## src/rtl/fifo_wr_arbiter_if.sv

```systemverilog
// fifo_wr_arbiter_if: write-side bus between producers, the arbiter and the FIFO memory.
//   req       per-requester write request (held until granted)
//   req_data  packed request data, requester i at [i*DATA_WIDTH +: DATA_WIDTH]
//   gnt       one-hot grant, high in the cycle a word is accepted
//   wfull     FIFO full flag from the write-pointer logic
//   wdata     registered write data to the memory
//   wclken    registered write enable to the memory
// Modport master is the arbiter side; slave is the producer/memory environment.
interface fifo_wr_arbiter_if #(
    parameter int unsigned NUM_REQ    = 4,
    parameter int unsigned DATA_WIDTH = 8
);
    logic [NUM_REQ-1:0]            req;
    logic [NUM_REQ*DATA_WIDTH-1:0] req_data;
    logic [NUM_REQ-1:0]            gnt;
    logic                          wfull;
    logic [DATA_WIDTH-1:0]         wdata;
    logic                          wclken;

    modport master (
        input  req, req_data, wfull,
        output gnt, wdata, wclken
    );

    modport slave (
        output req, req_data, wfull,
        input  gnt, wdata, wclken
    );
endinterface

```

## src/rtl/fifo_wr_arbiter.sv

```systemverilog
// fifo_wr_arbiter: round-robin arbiter sharing the FIFO write port among NUM_REQ requesters.
// Grants bounded bursts (up to MAX_BURST words) per owner, then rotates. The output register
// is a one-entry pipeline stage (valid = wclken) that holds while wfull is high.
// Ports:
//   wclk       write-domain clock
//   wrst       asynchronous active-high reset
//   bus        fifo_wr_arbiter_if.master (req, req_data, wfull in; gnt, wdata, wclken out)
//   stall_cnt  saturating count of cycles with a request blocked by a full FIFO
//              (only present when FIFO_WR_ARB_STALL_CNT_EN is defined)
module fifo_wr_arbiter #(
    parameter int unsigned NUM_REQ    = 4,
    parameter int unsigned DATA_WIDTH = 8,
    parameter int unsigned MAX_BURST  = 4
) (
    input  logic                   wclk,
    input  logic                   wrst,
`ifdef FIFO_WR_ARB_STALL_CNT_EN
    fifo_wr_arbiter_if.master      bus,
    output logic [15:0]            stall_cnt
`else
    fifo_wr_arbiter_if.master      bus
`endif
);
    localparam int unsigned IdxW = $clog2(NUM_REQ);

    typedef enum logic [0:0] {StIdle, StBurst} state_e;

    state_e                state_q, state_d;
    logic [IdxW-1:0]       owner_q, owner_d;
    logic [IdxW-1:0]       last_ptr_q, last_ptr_d;
    logic [7:0]            burst_cnt_q, burst_cnt_d;
    logic [7:0]            cnt_inc;
    logic [DATA_WIDTH-1:0] wdata_q, wdata_d;
    logic                  wclken_q, wclken_d;

    logic [IdxW-1:0]       sel;
    logic                  sel_valid;
    logic                  can_accept;
    logic                  accept;
    logic [NUM_REQ-1:0]    gnt;

    // Output stage is free unless it holds a word the full FIFO has not taken yet.
    assign can_accept = !wclken_q || !bus.wfull;

    // Candidate selection: in IDLE, first requester after last_ptr (wrapping); in BURST, owner.
    // The IDLE scan runs from the farthest offset down so the nearest hit wins.
    always_comb begin
        sel       = owner_q;
        sel_valid = 1'b0;
        if (state_q == StIdle) begin
            for (int k = int'(NUM_REQ); k >= 1; k--) begin
                if (bus.req[(int'(last_ptr_q) + k) % int'(NUM_REQ)]) begin
                    sel       = IdxW'((int'(last_ptr_q) + k) % int'(NUM_REQ));
                    sel_valid = 1'b1;
                end
            end
        end else begin
            sel_valid = bus.req[owner_q];
        end
    end

    // Gated by wrst so no grant is seen while the requester's word would be discarded.
    assign accept = can_accept && sel_valid && !wrst;

    always_comb begin
        gnt = '0;
        if (accept) begin
            gnt[sel] = 1'b1;
        end
    end

    assign bus.gnt    = gnt;
    assign bus.wdata  = wdata_q;
    assign bus.wclken = wclken_q;

    assign cnt_inc = burst_cnt_q + 8'd1;

    always_comb begin
        state_d     = state_q;
        owner_d     = owner_q;
        last_ptr_d  = last_ptr_q;
        burst_cnt_d = burst_cnt_q;
        wdata_d     = wdata_q;
        wclken_d    = wclken_q;

        if (can_accept) begin
            wclken_d = accept;
            if (accept) begin
                wdata_d = bus.req_data[int'(sel)*int'(DATA_WIDTH) +: DATA_WIDTH];
            end
        end

        unique case (state_q)
            StIdle: begin
                if (accept) begin
                    owner_d     = sel;
                    last_ptr_d  = sel;
                    burst_cnt_d = 8'd1;
                    state_d     = (MAX_BURST > 1) ? StBurst : StIdle;
                end
            end
            StBurst: begin
                if (accept) begin
                    burst_cnt_d = cnt_inc;
                    if (cnt_inc == 8'(MAX_BURST)) begin
                        state_d = StIdle;
                    end
                end else if (can_accept) begin
                    // Owner withdrew: release with a one-cycle bubble.
                    state_d = StIdle;
                end
            end
            default: state_d = StIdle;
        endcase
    end

    always_ff @(posedge wclk or posedge wrst) begin
        if (wrst) begin
            state_q     <= StIdle;
            owner_q     <= '0;
            last_ptr_q  <= IdxW'(NUM_REQ - 1);
            burst_cnt_q <= '0;
            wdata_q     <= '0;
            wclken_q    <= 1'b0;
        end else begin
            state_q     <= state_d;
            owner_q     <= owner_d;
            last_ptr_q  <= last_ptr_d;
            burst_cnt_q <= burst_cnt_d;
            wdata_q     <= wdata_d;
            wclken_q    <= wclken_d;
        end
    end

`ifdef FIFO_WR_ARB_STALL_CNT_EN
    logic [15:0] stall_cnt_q;

    always_ff @(posedge wclk or posedge wrst) begin
        if (wrst) begin
            stall_cnt_q <= '0;
        end else if ((|bus.req) && !can_accept && (stall_cnt_q != 16'hFFFF)) begin
            stall_cnt_q <= stall_cnt_q + 16'd1;
        end
    end

    assign stall_cnt = stall_cnt_q;
`endif

endmodule

```

## src/flat_wrapper.sv

```systemverilog
// flat-port wrapper written by rule: the top's interface ports become plain ports
module fifo_wr_arbiter_flat 
#(
    parameter int unsigned NUM_REQ    = 4,
    parameter int unsigned DATA_WIDTH = 8,
    parameter int unsigned MAX_BURST  = 4
)
  (wclk, wrst, bus_req, bus_req_data, bus_wfull, bus_gnt, bus_wdata, bus_wclken);
  fifo_wr_arbiter_if #(.NUM_REQ(NUM_REQ), .DATA_WIDTH(DATA_WIDTH)) bus_i ();
  input  logic wclk;
  input  logic wrst;
  input wire logic [$bits(bus_i.req)-1:0] bus_req;
  input wire logic [$bits(bus_i.req_data)-1:0] bus_req_data;
  input wire logic [$bits(bus_i.wfull)-1:0] bus_wfull;
  output wire logic [$bits(bus_i.gnt)-1:0] bus_gnt;
  output wire logic [$bits(bus_i.wdata)-1:0] bus_wdata;
  output wire logic [$bits(bus_i.wclken)-1:0] bus_wclken;
  assign bus_i.req = bus_req;
  assign bus_i.req_data = bus_req_data;
  assign bus_i.wfull = bus_wfull;
  assign bus_gnt = bus_i.gnt;
  assign bus_wdata = bus_i.wdata;
  assign bus_wclken = bus_i.wclken;
  fifo_wr_arbiter #(.NUM_REQ(NUM_REQ), .DATA_WIDTH(DATA_WIDTH), .MAX_BURST(MAX_BURST)) u_core (.wclk(wclk), .wrst(wrst), .bus(bus_i));
endmodule
```

## config.mk

```make
export PLATFORM = sky130hd
export DESIGN_NAME = fifo_wr_arbiter_flat
export DESIGN_NICKNAME = d
export VERILOG_FILES = /design/src/rtl/fifo_wr_arbiter_if.sv /design/src/rtl/fifo_wr_arbiter.sv /design/src/flat_wrapper.sv
export SDC_FILE = /design/constraint.sdc
export NUM_CORES = 1
export LEC_CHECK = 0
export BUFFER_PORTS_ARGS = -buffer_cell sky130_fd_sc_hd__buf_4
export CAP_MARGIN = 25
export CORE_MARGIN = 2
export CORE_UTILIZATION = 47
export CTS_BUF_LIST = sky130_fd_sc_hd__clkbuf_16
export CTS_CLUSTER_DIAMETER = 30
export DETAILED_ROUTE_END_ITERATION = 10
export PLACE_DENSITY_LB_ADDON = 0.3
export SYNTH_ARGS = -nofsm -noshare
export SYNTH_HDL_FRONTEND = slang
export SYNTH_SLANG_ARGS = --single-unit
```

## constraint.sdc

```tcl
create_clock -name wclk -period 4.75 [get_ports wclk]
set_input_delay 0.2375 -clock wclk [delete_from_list [all_inputs] [get_ports wclk]]
set_output_delay 0.2375 -clock wclk [all_outputs]
set_load 0.01 [all_outputs]
```

---- After elaboration in Yosys (flattened, before gate mapping) ----
Cells that the tools add are included.
word-level totals
  register bits ........................... 22
  bits in latches ......................... 0
  memory bits (writable) .................. 0
  ROM bits ................................ 0
  input port bits ......................... 39
  word-level logic and storage cells ...... 76
  memories kept ........................... 0
cells by class
  $add $sub $neg .......................... 5
  $mul .................................... 0
  div/mod/pow operators ................... 0
  order comparisons ....................... 7
  eq/ne operators ......................... 3
  shift-type cells ........................ 1
  muxes and demuxes ....................... 35
  bitwise operators ....................... 5
  reduce and logical (&&, ||, !) cells .... 14
operator list
  operator                                                                  count
  32-bit by 6-bit indexed part select with 8-bit output                     1
  1-bit 2-to-1 mux                                                          19
  3-bit by 4-bit < comparator with 1-bit output (second input constant)     4
  8-bit 2-to-1 mux                                                          2
  8-bit one-hot mux with 2 select lines                                     1
  1-bit binary-select mux with 2-bit select                                 5
  2-bit 2-to-1 mux                                                          5
  8-bit by 1-bit adder with 8-bit output (second input constant)            1
  8-bit by 3-bit equality test with 1-bit output (second input constant)    1
  2-bit OR reduction                                                        4
  2-bit by 3-bit < comparator with 1-bit output (second input constant)     2
  2-bit AND reduction                                                       3
  2-bit by 1-bit adder with 2-bit output (second input constant)            2
  2-bit adder (second input constant)                                       2
  1-bit AND (first input constant)                                          4
  4-bit 2-to-1 mux                                                          1
  1-bit logical AND                                                         3
  1-bit logical NOT                                                         3
  1-bit demux with 2-bit select                                             1
  2-bit by 1-bit >= comparator with 1-bit output (second input constant)    1
  2-bit by 1-bit inequality test with 1-bit output (second input constant)  1
  2-bit inequality test (second input constant)                             1
  1-bit one-hot mux with 2 select lines                                     1
  1-bit logical OR                                                          1
  1-bit NOT                                                                 1

---- Depth between registers and ports, before layout ----
  word-level depth ........................ 16
  gate-level depth with buffers ........... 9
  gate-level depth less buffers ........... 6

---- Worst setup path before layout ----
Ideal clock, no wire load.
  path kind ............................... reg-to-output
  from .................................... register u_core.last_ptr_q[0]
  to ...................................... output bus_gnt[3]
  arrival time ............................ 2.071 ns
  data required time ...................... 4.513 ns
  slack ................................... 2.442 ns
  stages on the path, launching flop included .. 9
  path buffers ............................ 3
  cells stage by stage .................... dfstp_2 buf_6 and2b_1 o22ai_1 a2111oi_1 o221a_1 buf_6 buf_8 nor2b_1
on the way
  cells in the longest elaborated chain, start to end .. 14
  elaborated cells on any way between the ends .. 34
RTL lines
  item                                                                                                                                   line                                          source
  start: declaration                                                                                                                     fifo_wr_arbiter.sv:30                         logic [IdxW-1:0] last_ptr_q, last_ptr_d;
  start signal: assignment                                                                                                               fifo_wr_arbiter.sv:121                        last_ptr_q <= IdxW'(NUM_REQ - 1);
  start signal: assignment                                                                                                               fifo_wr_arbiter.sv:128                        last_ptr_q <= last_ptr_d;
  2-bit by 1-bit adder with 2-bit output                                                                                                 fifo_wr_arbiter.sv:52, fifo_wr_arbiter.sv:53
  1-bit binary-select mux with 2-bit select                                                                                              fifo_wr_arbiter.sv:52                         if (bus.req[(int'(last_ptr_q) + k) % int'(NUM_REQ)]) begin
  1-bit 2-to-1 mux (not written as such) (2 in a row)                                                                                    fifo_wr_arbiter.sv:52
  2-bit 2-to-1 mux (4 in a row)                                                                                                          fifo_wr_arbiter.sv:52
  2-bit 2-to-1 mux                                                                                                                       fifo_wr_arbiter.sv:50                         if (state_q == StIdle) begin
  2-bit by 3-bit < comparator with 1-bit output (not written as such) or 2-bit by 1-bit >= comparator with 1-bit output (tied branches)  fifo_wr_arbiter.sv:68                         gnt[sel] = 1'b1;
  1-bit logical AND (not written as such)                                                                                                fifo_wr_arbiter.sv:68
  1-bit 2-to-1 mux (not written as such)                                                                                                 fifo_wr_arbiter.sv:68
  1-bit demux with 2-bit select                                                                                                          --
  4-bit 2-to-1 mux *                                                                                                                     fifo_wr_arbiter.sv:67                         if (accept) begin
  end: declaration                                                                                                                       flat_wrapper.sv:15                            output wire logic [$bits(bus_i.gnt)-1:0] bus_gnt;
Mark *: on every way between the ends. The rest lies on a longest branch, timed or not. The select of a mux whose other input is x is not followed.

---- Worst setup path after layout ----
  from .................................... register u_core.last_ptr_q[0]
  to ...................................... output bus_gnt[1]
The elaborated chain is that of the path after synthesis.

==> flow_summary.json <==
{
  "outcome": "finished clean",
  "vias": 1554,
  "dr.first_iter.drc_count": 49,
  "cts_tree": "built",
  "fmax_ghz": 0.318,
  "grt_first_pass_wirelength_um": 7050,
  "core_um2": 3360,
  "finalCritPeriodShare_pct": 66.1,
  "antenna_cells": 0,
  "fin_skew_ns": 0.00257,
  "setup_viol": 0,
  "fill_cells": 288,
  "post-route-drc-count": 0,
  "die_w_um": 63.5,
  "worst_pin_slew_ns": 0.851,
  "post-place-ws_ns": 1.90,
  "setup_tns_ns": 0,
  "io_pins": 52,
  "rsz0062_at_grt": "false",
  "p_leak_nw": 0.969,
  "worstSetupStartpointType": "flip-flop",
  "grt_pass1_vias": 1560,
  "wire_per_inst_um": 15.4,
  "cts_inserted_buffers": 3,
  "slew_headroom_pct": 43.2,
  "rr_startpoint": "u_core.last_ptr_q[0]",
  "drv_slew": 0,
  "worstPathArrival_ns": 2.90,
  "hp-class": "in2async",
  "max-vdd-ir-drop_v": 0.000239,
  "grt_usage_pct": 21.9,
  "clkLatencyLatePin_ns": 0.26,
  "syn_area_um2": 1670,
  "clock_path_buffers": 2,
  "avgSynthCellArea_um2": 9.11,
  "yosysTopAreaCellShare_pct": 30.0,
  "dr.pass1.iters": 4,
  "worstPathMaxFanout": 17,
  "synth_cells": 183,
  "area_growth_pct": 28.2,
  "syn_nets": 223,
  "p_per_area_nw_per_um2": 580,
  "cts_root_buffer": "clkbuf_16",
  "synth_cell_type_count": 49,
  "detail-route-antenna-nets": 0,
  "yosys-top-cells-area": "dfrtp_1 30%, mux2i_1 6.6%, a41oi_2 5.9%",
  "setup_slack_ns": 1.61,
  "drive_above_1_share_pct": 31.6,
  "dieArea_um2": 4040,
  "initial_core_util_pct": 49.6,
  "clk_pin_slew_ns": 0.06,
  "synth_edf_count": 0,
  "reg2reg_depth": 6,
  "hold_viol_final": 0,
  "reg2reg_to": "u_core.bus.wdata[4]",
  "cts_sinks": 22,
  "die_y_um": 63.5,
  "htree_levels": 1,
  "post-cts-setup-buffer-count": 0,
  "p_total_mw": 1.24,
  "antenna_found_initial": 0,
  "routed_wirelength_um": 4180,
  "ys_seq_area_share_pct": 33.2,
  "cts_resized": 0,
  "numPortBuffers": 51,
  "yosysTopAreaCell": "dfrtp_1",
  "fp-row-count": 21,
  "drv_cap": 0,
  "synthFlopType": "dfrtp_1",
  "design_area_um2": 2140,
  "r2r_slack_ns": 1.93,
  "yosysWarningCount": 0,
  "via_per_inst": 5.73,
  "worstPathRequired_ns": 4.51,
  "grt_max_degree": 29,
  "critical_path_class": "reg2out",
  "place_area_um2": 2030,
  "final_nets": 266,
  "cts_hold_buf": 0,
  "finalCriticalPeriod_ns": 3.14,
  "ys_ff_latch": 22,
  "hold-worst-slack_ns": 0.0207,
  "finalWeightedCongestion": 0.835,
  "grt-ovfl-total": 0,
  "dp_hpwl_um": 2890,
  "async_flop_share_pct": 100,
  "cp-end-kind": "output port"
}
worst max-delay path by stage:
stage	start	endpoint	slack, ns	cells after the start
global placement	u_core.last_ptr_q[0]	bus_gnt[1]	1.97	6
floorplan	u_core.last_ptr_q[0]	bus_gnt[3]	2.44	8
finish	u_core.last_ptr_q[0]	bus_gnt[1]	1.61	6
CTS	u_core.last_ptr_q[0]	bus_gnt[1]	1.62	6
global route	u_core.last_ptr_q[0]	bus_gnt[1]	1.46	6
detailed placement	u_core.last_ptr_q[0]	bus_gnt[1]	1.90	6
metal layers:
layer	track usage, %	routed length [um]	up-vias
li1	-	-	760
met1	28.0	1860	722
met2	37.5	1960	68
met3	3.39	316	4
met4	7.34	38	0
met5	0	0	-
per-stage QoR:
step / util (%) / std cells
after floorplan: - / 183
after global placement: 60.4 / 267
after global routing: 63.5 / 271
final: 63.5 / 271
after CTS: 63.5 / 271
after detailed placement: 60.4 / 267
cells by family after synthesis:
kind of cell	share of synthesized area (%)
and+or+nand+nor	23.3
AOI/OAI and AO/OA	26.5
DFF	33.2
buffers and inverters	5.63
muxes	9.53
xor gates and xnor gates	1.05
adders and majority gates	0.751
area by class of cell:
class / instances / area, um^2 / area share, %
well taps: 46 / 57.6 / 2.69
clock buffers: 3 / 75.1 / 3.51
clock inverters: 1 / 30.0 / 1.41
inverters: 3 / 11.3 / 0.527
multi-input cells: 144 / 1020 / 47.7
flip-flops and latches: 22 / 553 / 25.9
repair buffers: 52 / 390 / 18.3
registers in the layout, summed over array words and instances, names as in the netlist:
name / cells
u_core.owner_q: 2
u_core.burst_cnt_q: 8
u_core.bus.wclken: 1
u_core.bus.wdata: 8
u_core.last_ptr_q: 2
u_core.state_q: 1
where the power goes:
part	internal, mW	switching, mW	leakage, nW
Combinational	0.307	0.336	0.643
Clock	0.168	0.0739	0.0511
Sequential	0.262	0.0916	0.275
critical path, stage by stage, from the launching register on:
cell,delay (ns)
dfstp_2,0.69
and2b_1,0.16
o22ai_1,0.09
a2111oi_1,0.51
o221a_1,0.83
and3_1,0.25
buf_4,0.12
placed cells by master, fill, tap and decap left out, types with 4 or more instances in the layout:
| cell | count |
|---|---|
| buf_4 | 52 |
| a41oi_2 | 6 |
| o211ai_1 | 13 |
| a21oi_1 | 6 |
| and2_1 | 9 |
| nand2b_1 | 10 |
| o21ai_0 | 8 |
| nand3_1 | 7 |
| mux2i_1 | 11 |
| nor2_1 | 9 |
| dfrtp_1 | 20 |
| nand2_1 | 20 |
| nor2b_1 | 4 |
cells in the mapped netlist (2+ instances only):
master,instances
o211ai_1,13
nor2b_1,4
or2_2,3
a21oi_1,6
a41oi_2,6
o31ai_1,3
mux2i_1,11
buf_2,3
o21ai_1,3
nand2_1,20
inv_1,3
nand3_1,7
o21ai_0,8
xor2_1,2
and3_1,2
nor3_1,2
nand2b_1,10
buf_1,2
dfstp_2,2
dfrtp_1,20
and2_1,9
nor2_1,9
clkbuf_1,6
buf_6,2
o21a_1,3
(Power assumes the default switching activity.)
